$ cat config.mk
export PLATFORM = sky130hd
export DESIGN_NAME = exec_stage_mdu
export DESIGN_NICKNAME = d
export VERILOG_FILES = /design/src/rtl/exec_stage_mdu.sv
export SDC_FILE = /design/constraint.sdc
export NUM_CORES = 1
export LEC_CHECK = 0
export CAP_MARGIN = 10
export CORE_MARGIN = 2
export CORE_UTILIZATION = 30
export DETAILED_ROUTE_END_ITERATION = 10
export DONT_BUFFER_PORTS = 1
export GPL_TIMING_DRIVEN = 0
export HOLD_SLACK_MARGIN = 0.06
export SYNTH_ARGS = -nofsm -noshare
export SYNTH_HDL_FRONTEND = slang
export SYNTH_SLANG_ARGS = --single-unit
$ cat constraint.sdc
create_clock -name clk_i -period 17.4 [get_ports clk_i]
set_input_delay 3.48 -clock clk_i [delete_from_list [all_inputs] [get_ports clk_i]]
set_output_delay 3.48 -clock clk_i [all_outputs]
set_load 0.01 [all_outputs]
$ cat src/rtl/exec_stage_mdu.sv
// Execute stage: operand forwarding, combinational ALU and an iterative multiply/divide unit.
// The divider is only built when EXEC_STAGE_MDU_DIV_EN is defined.
module exec_stage_mdu #(
    parameter int WIDTH = 32
) (
    input  logic             clk_i,
    input  logic             rst_i,
    input  logic [WIDTH-1:0] rd1_i,
    input  logic [WIDTH-1:0] rd2_i,
    input  logic [WIDTH-1:0] alu_out_im_i,
    input  logic [WIDTH-1:0] res_iwb_i,
    input  logic [1:0]       fwd_a_i,
    input  logic [1:0]       fwd_b_i,
    input  logic [WIDTH-1:0] sign_imm_i,
    input  logic             b_sel_i,
    input  logic [2:0]       alu_ctrl_i,
    input  logic             md_start_i,
    input  logic [1:0]       md_op_i,
    input  logic [1:0]       res_sel_i,
    output logic [WIDTH-1:0] result_o,
    output logic             zero_o,
    output logic [WIDTH-1:0] write_data_o,
    output logic [WIDTH-1:0] hi_o,
    output logic [WIDTH-1:0] lo_o,
    output logic             busy_o,
    output logic             done_o
);

    localparam int CNT_W = $clog2(WIDTH + 1);
    localparam logic [1:0] S_IDLE = 2'b00;
    localparam logic [1:0] S_RUN  = 2'b01;
    localparam logic [1:0] S_FIX  = 2'b10;

    function automatic logic [WIDTH-1:0] mag_of(input logic [WIDTH-1:0] x, input logic sgn);
        return (sgn && x[WIDTH-1]) ? -x : x;
    endfunction

    function automatic logic [2*WIDTH-1:0] cond_neg2(input logic [2*WIDTH-1:0] x, input logic n);
        return n ? -x : x;
    endfunction

    logic [WIDTH-1:0] src_a, src_b, alu_b, alu_res;

    always_comb begin
        src_a = rd1_i;
        if (fwd_a_i[1])      src_a = alu_out_im_i;
        else if (fwd_a_i[0]) src_a = res_iwb_i;
        src_b = rd2_i;
        if (fwd_b_i[1])      src_b = alu_out_im_i;
        else if (fwd_b_i[0]) src_b = res_iwb_i;
        alu_b = b_sel_i ? sign_imm_i : src_b;
    end

    always_comb begin
        alu_res = '0;
        case (alu_ctrl_i)
            3'b000: alu_res = src_a + alu_b;
            3'b001: alu_res = src_a - alu_b;
            3'b010: alu_res = src_a & alu_b;
            3'b011: alu_res = src_a | alu_b;
            3'b100: alu_res = src_a ^ alu_b;
            3'b101: alu_res = ~(src_a | alu_b);
            3'b110: alu_res = {{(WIDTH-1){1'b0}}, ($signed(src_a) < $signed(alu_b))};
            default: alu_res = {{(WIDTH-1){1'b0}}, (src_a < alu_b)};
        endcase
    end

    logic [1:0]       state;
    logic [CNT_W-1:0] cnt;
    logic [WIDTH-1:0] hi_q, lo_q;
    logic             done_q;

    assign zero_o       = (alu_res == '0);
    assign write_data_o = src_b;
    assign hi_o         = hi_q;
    assign lo_o         = lo_q;
    assign busy_o       = (state != S_IDLE);
    assign done_o       = done_q;

    always_comb begin
        result_o = alu_res;
        if (res_sel_i == 2'b01)      result_o = hi_q;
        else if (res_sel_i == 2'b10) result_o = lo_q;
    end

    logic start_acc, mdu_start;
    assign start_acc = (state == S_IDLE) && md_start_i;

    // acc: running product high half / partial remainder; sh: multiplier / quotient
    logic [WIDTH-1:0]   acc, sh, mcand;
    logic               res_neg;
    logic [WIDTH:0]     sum_w;
    logic [WIDTH-1:0]   step_acc, step_sh, fix_hi, fix_lo;
    logic [2*WIDTH-1:0] prod_fix;

`ifdef EXEC_STAGE_MDU_DIV_EN
    logic           is_div, rem_neg, div_zero;
    logic [WIDTH:0] rem_sh;
    assign mdu_start = start_acc;
`else
    logic nodiv_start;
    assign mdu_start   = start_acc && !md_op_i[1];
    assign nodiv_start = start_acc && md_op_i[1];
`endif

    always_comb begin
        sum_w    = {1'b0, acc} + (sh[0] ? {1'b0, mcand} : '0);
        step_acc = sum_w[WIDTH:1];
        step_sh  = {sum_w[0], sh[WIDTH-1:1]};
        prod_fix = cond_neg2({acc, sh}, res_neg);
        fix_hi   = prod_fix[2*WIDTH-1:WIDTH];
        fix_lo   = prod_fix[WIDTH-1:0];
`ifdef EXEC_STAGE_MDU_DIV_EN
        rem_sh = {acc, sh[WIDTH-1]};
        if (is_div) begin
            if (rem_sh >= {1'b0, mcand}) begin
                step_acc = rem_sh[WIDTH-1:0] - mcand;
                step_sh  = {sh[WIDTH-2:0], 1'b1};
            end else begin
                step_acc = rem_sh[WIDTH-1:0];
                step_sh  = {sh[WIDTH-2:0], 1'b0};
            end
            // zero divisor leaves acc = |dividend|, so the sign fix restores the dividend
            fix_hi = rem_neg ? -acc : acc;
            fix_lo = div_zero ? '1 : (res_neg ? -sh : sh);
        end
`endif
    end

    // Datapath: operands captured on start, one iteration per RUN cycle
    always_ff @(posedge clk_i) begin
        if (mdu_start) begin
            acc     <= '0;
            sh      <= mag_of(src_a, md_op_i[0]);
            mcand   <= mag_of(src_b, md_op_i[0]);
            res_neg <= md_op_i[0] & (src_a[WIDTH-1] ^ src_b[WIDTH-1]);
`ifdef EXEC_STAGE_MDU_DIV_EN
            is_div   <= md_op_i[1];
            rem_neg  <= md_op_i[0] & src_a[WIDTH-1];
            div_zero <= (src_b == '0);
`endif
        end else if (state == S_RUN) begin
            acc <= step_acc;
            sh  <= step_sh;
        end
    end

    // Control: FSM, iteration counter, HI/LO and completion pulse
    always_ff @(posedge clk_i or posedge rst_i) begin
        if (rst_i) begin
            state  <= S_IDLE;
            cnt    <= '0;
            hi_q   <= '0;
            lo_q   <= '0;
            done_q <= 1'b0;
        end else begin
            done_q <= 1'b0;
            case (state)
                S_IDLE: begin
                    if (mdu_start) begin
                        state <= S_RUN;
                        cnt   <= CNT_W'(WIDTH);
                    end
`ifndef EXEC_STAGE_MDU_DIV_EN
                    if (nodiv_start) done_q <= 1'b1;
`endif
                end
                S_RUN: begin
                    cnt <= cnt - 1'b1;
                    if (cnt == CNT_W'(1)) state <= S_FIX;
                end
                S_FIX: begin
                    hi_q   <= fix_hi;
                    lo_q   <= fix_lo;
                    done_q <= 1'b1;
                    state  <= S_IDLE;
                end
                default: state <= S_IDLE;
            endcase
        end
    end

endmodule

# Yosys cells after proc, flatten, opt, wreduce, memory -nomap -nowiden
# Cells that the tools add are included.
[op_classes] muxes=21 order_cmp=2 n_bitwise=6 eq_ne=13 n_reduce_logical=14 n_addsub=7
[ops] operator="32-bit 2-to-1 mux" n=12
[ops] operator="32-bit case mux with 7 select lines" n=1
[ops] operator="32-bit less-than comparator" n=2
[ops] operator="64-bit 2-to-1 mux" n=1
[ops] operator="32-bit negator" n=2
[ops] operator="64-bit negator" n=1
[ops] operator="32-bit by 32-bit adder with 33-bit output" n=1
[ops] operator="32-bit adder" n=1
[ops] operator="32-bit AND" n=1
[ops] operator="32-bit logical NOT" n=1
[ops] operator="32-bit inverter" n=1
[ops] operator="32-bit OR" n=1
[ops] operator="32-bit subtractor" n=1
[ops] operator="32-bit bitwise XOR" n=1
[ops] operator="6-bit case mux with 2 select lines" n=1
[ops] operator="3-bit equality test (second input constant)" n=3
[ops] operator="3-bit by 2-bit equality test with 1-bit output (second input constant)" n=2
[ops] operator="6-bit by 1-bit equality test with 1-bit output (second input constant)" n=1
[ops] operator="6-bit 2-to-1 mux" n=1
[ops] operator="2-bit nonzero test" n=3
[ops] operator="6-bit by 1-bit subtractor with 6-bit output (second input constant)" n=1
[ops] operator="1-bit logical AND" n=5
[ops] operator="2-bit by 1-bit equality test with 1-bit output (second input constant)" n=2
[ops] operator="2-bit equality test (second input constant)" n=2
[ops] operator="13 further kinds" n=15
[word_totals] input_bits=175 wordCells=72 output_inout_bits=131 ff_bits=170

# Logic depth before layout (Yosys ltp)
[depth] ltp_word=8 mapped_depth=21 mapped_depth_nobuf=18

# Worst setup path before layout
# OpenSTA, ideal clock, no wires.
[synth_path] path_kind="input-to-output" start="input port fwd_b_i[0]" end="output port zero_o" path_slack_ps=5864 path_buffers=2 t_required_ps=13920 path_stages=20 arrival_ps=8056 path_cell_list="clkbuf_1 buf_1 mux2i_1 nor2_1 a21oi_1 o21a_1 inv_1 ha_1 fa_1 a211oi_1 o21ai_0 a211oi_1 o21ai_0 a31o_2 a2111o_1 mux2i_1 o21ai_0 nor4_1 nand4b_1 nor2_1"
[synth_via] elab_chain_len=7 elab_cells_between_ends=13 classes_between="add/sub (2); order compare (2); mux (4); bitwise (4); reduce/logical (1)"
[synth_rtl] element="start, declared" line="13" source="input logic [1:0] fwd_b_i,"
[synth_rtl] element="32-bit 2-to-1 mux *" line="50" source="else if (fwd_b_i[0]) src_b = res_iwb_i;"
[synth_rtl] element="32-bit 2-to-1 mux *" line="49" source="if (fwd_b_i[1]) src_b = alu_out_im_i;"
[synth_rtl] element="32-bit 2-to-1 mux *" line="51" source="alu_b = b_sel_i ? sign_imm_i : src_b;"
[synth_rtl] element="branches (longest 2 deep; another with 32-bit subtractor)"
[synth_rtl] element="32-bit case mux with 7 select lines *" line="56" source="case (alu_ctrl_i)"
[synth_rtl] element="32-bit logical NOT *" line="73" source="assign zero_o = (alu_res == '0);"
[synth_rtl] element="end, declared" line="21" source="output logic zero_o,"
# Every way passes the cells marked *.

# Worst setup path in the final report
[layout_path] start="input port fwd_b_i[1]" end="output port zero_o"
[layout_via] elab_chain_len=6 elab_cells_between_ends=12 classes_between="add/sub (2); order compare (2); mux (3); bitwise (4); reduce/logical (1)"
[layout_rtl] element="32-bit 2-to-1 mux *" line="49"
[layout_rtl] element="32-bit 2-to-1 mux *" line="51"
[layout_rtl] element="branches (longest 2 deep; another with 32-bit subtractor)"
[layout_rtl] element="32-bit case mux with 7 select lines *" line="56"
[layout_rtl] element="32-bit logical NOT *" line="73"
# Marks and branches as above.

==> metrics.cfg <==
[synth]
ys_seq_area_share_pct = 23.6
synth_mux_area_share_pct = 5.51
synth-edff-count = 65
netlist_area_mm2 = 0.0187
synth_area_leaders = edfxtp_1, ha_1, dfrtp_1
synth_fa_ha_area_share_pct = 10.3
avgSynthCellArea_um2 = 7.50
synth_top_family_by_area = compound AO/OA/AOI/OAI gates
synth-compound-area-share_pct = 26.9
ys_async_sr_fraction_pct = 42.9
netlist_instances = 2499
synth.largest_area_cell = edfxtp_1
synth.top_cell.area_share_pct = 10.4
yosysWarningCount = 0
synth-xor-area-share_pct = 7.34
syn_nets = 2827
ys_types = 79
yosys.area_share.simple_pct = 20.3
yosys_most_used_dff = dfrtp_1
ys_ff_latch = 170

[critical_path]
reg2reg_depth = 15
crit_type = input pin to output port
max_stage_delay_ns = 0.65
r2r_start = sh[0]
cpMostUsedCell = clkbuf_1
cp-start-kind = input pin
cpLargestDelayFamily = buffers and inverters
crit_buf_inv = 6
worstPathCellList = clkbuf_1 -> clkbuf_1 -> buf_1 -> clkbuf_1 -> buf_1 -> a21oi_1 -> o21a_1 -> ha_1 -> clkbuf_1 -> nand4_1 -> nor2_1 -> a221oi_1 -> nand3_1 -> a21boi_0 -> mux2_2 -> a22oi_1 -> o21ai_0 -> nor4_1 -> nand4b_1 -> nor2_1
end_kind = output port
ff2ff_setup_slack_ns = 13.07
cp_data_required_time_ns = 13.92
worstPathArrival_ns = 10.93
crit_fanout = 10
cp_slowest_cell = buf_1
r2r-end = acc[31]

[timing]
hold_viol_final = 0
fin_crit_sh_pct = 82.8
finalSetupViolations = 0
tightest_slew_ns = 1.43
skew_ns = 0.0105
drv_slew = 0
rsz0062_at_grt = no
relSlewSlack_pct = 3.76
max_freq_mhz = 69.4
fin_crit_ns = 14.41
tns_ns = 0

[clock_network]
clk_latency_ns = 0.46
numCtsBuffers = 17
post_cts.repair.setup_buffers = 0
cts.sinks = 170
cts_tree = done
h-tree-depth = 4
cts-resized-gates = 0
clockBufferDepth = 2
postCtsHoldBufs = 0
clk_pin_slew_ns = 0.07
cts_root_buf = clkbuf_16

[flow_run]
maxCapViolCount = 0

[global_route]
grt_pass1_wl_um = 126000
grt_usage_pct = 27.1
antenna_found_initial = 12
grt_pass1_vias = 18100
grt_max_degree = 65
overflow = 0

[drt]
num_vias = 19800
dr_wl_met3_um = 11700
drc = 0
first_iter_violations = 2419
wl_um = 89800
dr_wl_met2_um = 35900
avgRoutedWirePerCell_um = 26.5
drt.antenna.violating_nets = 0
top_layer = met5
wl_met1_um = 37800
vias_per_cell = 5.84
first_pass_iters = 6

[final_layout]
multiInputGateArea_mm2 = 0.0132
area_delta_synth_final_pct = 9.59
num-nets-final = 2854
final_common_cell = nand2_1
final_cell_mix = nand2_1, o21ai_0, a21oi_1, nor2_1, ha_1
n_fill_cell = 6776
drive_gt1_share_pct = 3.94
fin_area_mm2 = 0.0205
ff_latch_area_mm2 = 0.00442

[die]
fp.dieW_um = 254
coreArea_mm2 = 0.0617
rows = 91
die_h_um = 254
die_area_mm2 = 0.0645
initial_core_util_pct = 30.4
ios = 306

[pwr]
power.density_mw_per_mm2 = 125
p_leak_nw = 8.76
peakVddDrop_v = 0.0000689
p_total_mw = 2.58

[placed_design]
dp_hpwl_um = 75200
io_buffers = 0
finalWeightedCongestion = 1.04
placed_area_mm2 = 0.0199

[min_path]
hold_path_end = done_o
hold_path_class = flop to flop
hp-start = state[0]
whs_path_depth = 1

[outcome]
status = finished clean

==> flip-flops by register name (all words and copies together), names as in the netlist <==
register and cells:
acc 32, cnt 6, done_o 1, hi_o 32, lo_o 32, mcand 32, res_neg 1, sh 32
state 2
==> synth_stat cells (47+ instances only) <==
| library cell | count |
|---|---|
| a21oi_1 | 186 |
| and2_1 | 47 |
| clkbuf_1 | 123 |
| dfrtp_1 | 73 |
| edfxtp_1 | 65 |
| ha_1 | 150 |
| inv_1 | 149 |
| mux2i_1 | 101 |
| nand2_1 | 328 |
| nor2_1 | 183 |
| o21a_1 | 47 |
| o21ai_0 | 275 |
| xnor2_1 | 85 |
| xor2_1 | 72 |
==> kinds of logic (layout without fill, tap and decap cells) <==
kind of cell / Yosys count / in the layout
AOI/OAI and AO/OA: 809 / 809
xor gates and xnor gates: 157 / 157
adders and majority gates: 153 / 153
buffers and inverters: 297 / 337
DFF: 170 / 170
muxes: 103 / 103
other: 0 / 8
and+or+nand+nor: 810 / 810
==> layout make-up <==
class                      instances  share of cell area, %
multi-input combinational       2032                   64.3
clock buffer                      18                   2.19
sequential                       170                   21.5
clock inverter                    14                  0.694
inverter                         150                   2.75
tap                              837                   5.10
antenna                            8                 0.0975
buffer                           147                   2.78
timing repair buffer               8                  0.554
==> per-layer routing <==
metal  GRT usage (%)  vias up
met5               0        -
met4            12.0        8
met2            38.6     1272
met3            8.28      206
li1                -     8964
met1            37.2     9310
==> through the flow <==
step                      cells  hold WS [ns]  util (%)  worst slack (ns)
after global routing       3382         0.503      33.3              2.83
after detailed placement   3343         0.486      32.2              3.25
after CTS                  3375         0.491      33.2              3.24
after global placement     3336         0.482      32.1              3.30
after floorplan            2499         0.444         -              5.86
final                      3384         0.481      33.3              2.99
==> where the power goes <==
part | leakage (nW) | switching (mW) | internal, mW
clock | 0.286 | 0.186 | 0.200
combinational | 6.65 | 0.807 | 0.467
sequential | 1.82 | 0.309 | 0.607
total | 8.76 | 1.30 | 1.27
==> worst reg2reg max path, stage by stage (launching register included) <==
cell and delay, ns:
edfxtp_1 0.57, and2_1 0.27, ha_1 0.21, inv_1 0.07, fa_1 0.17, nor2b_1 0.06
o21ai_0 0.22, a21boi_0 0.17, o21ai_0 0.28, a21o_1 0.18, a21oi_1 0.10, o41ai_1 0.88
o311ai_1 0.20, a21o_1 0.24, a2111oi_0 0.43, nor4_1 0.12
==> how the worst max path moves through the flow <==
stage	slack [ns]	endpoint	from	depth (start not counted)
after floorplan	5.86	zero_o	fwd_b_i[0]	20
after global placement	3.30	zero_o	fwd_b_i[1]	20
after detailed placement	3.25	zero_o	fwd_b_i[1]	20
after CTS	3.24	zero_o	fwd_b_i[1]	20
after global routing	2.83	zero_o	fwd_b_i[1]	20
final	2.99	zero_o	fwd_b_i[1]	20
Power figures use the tool's default switching activity.
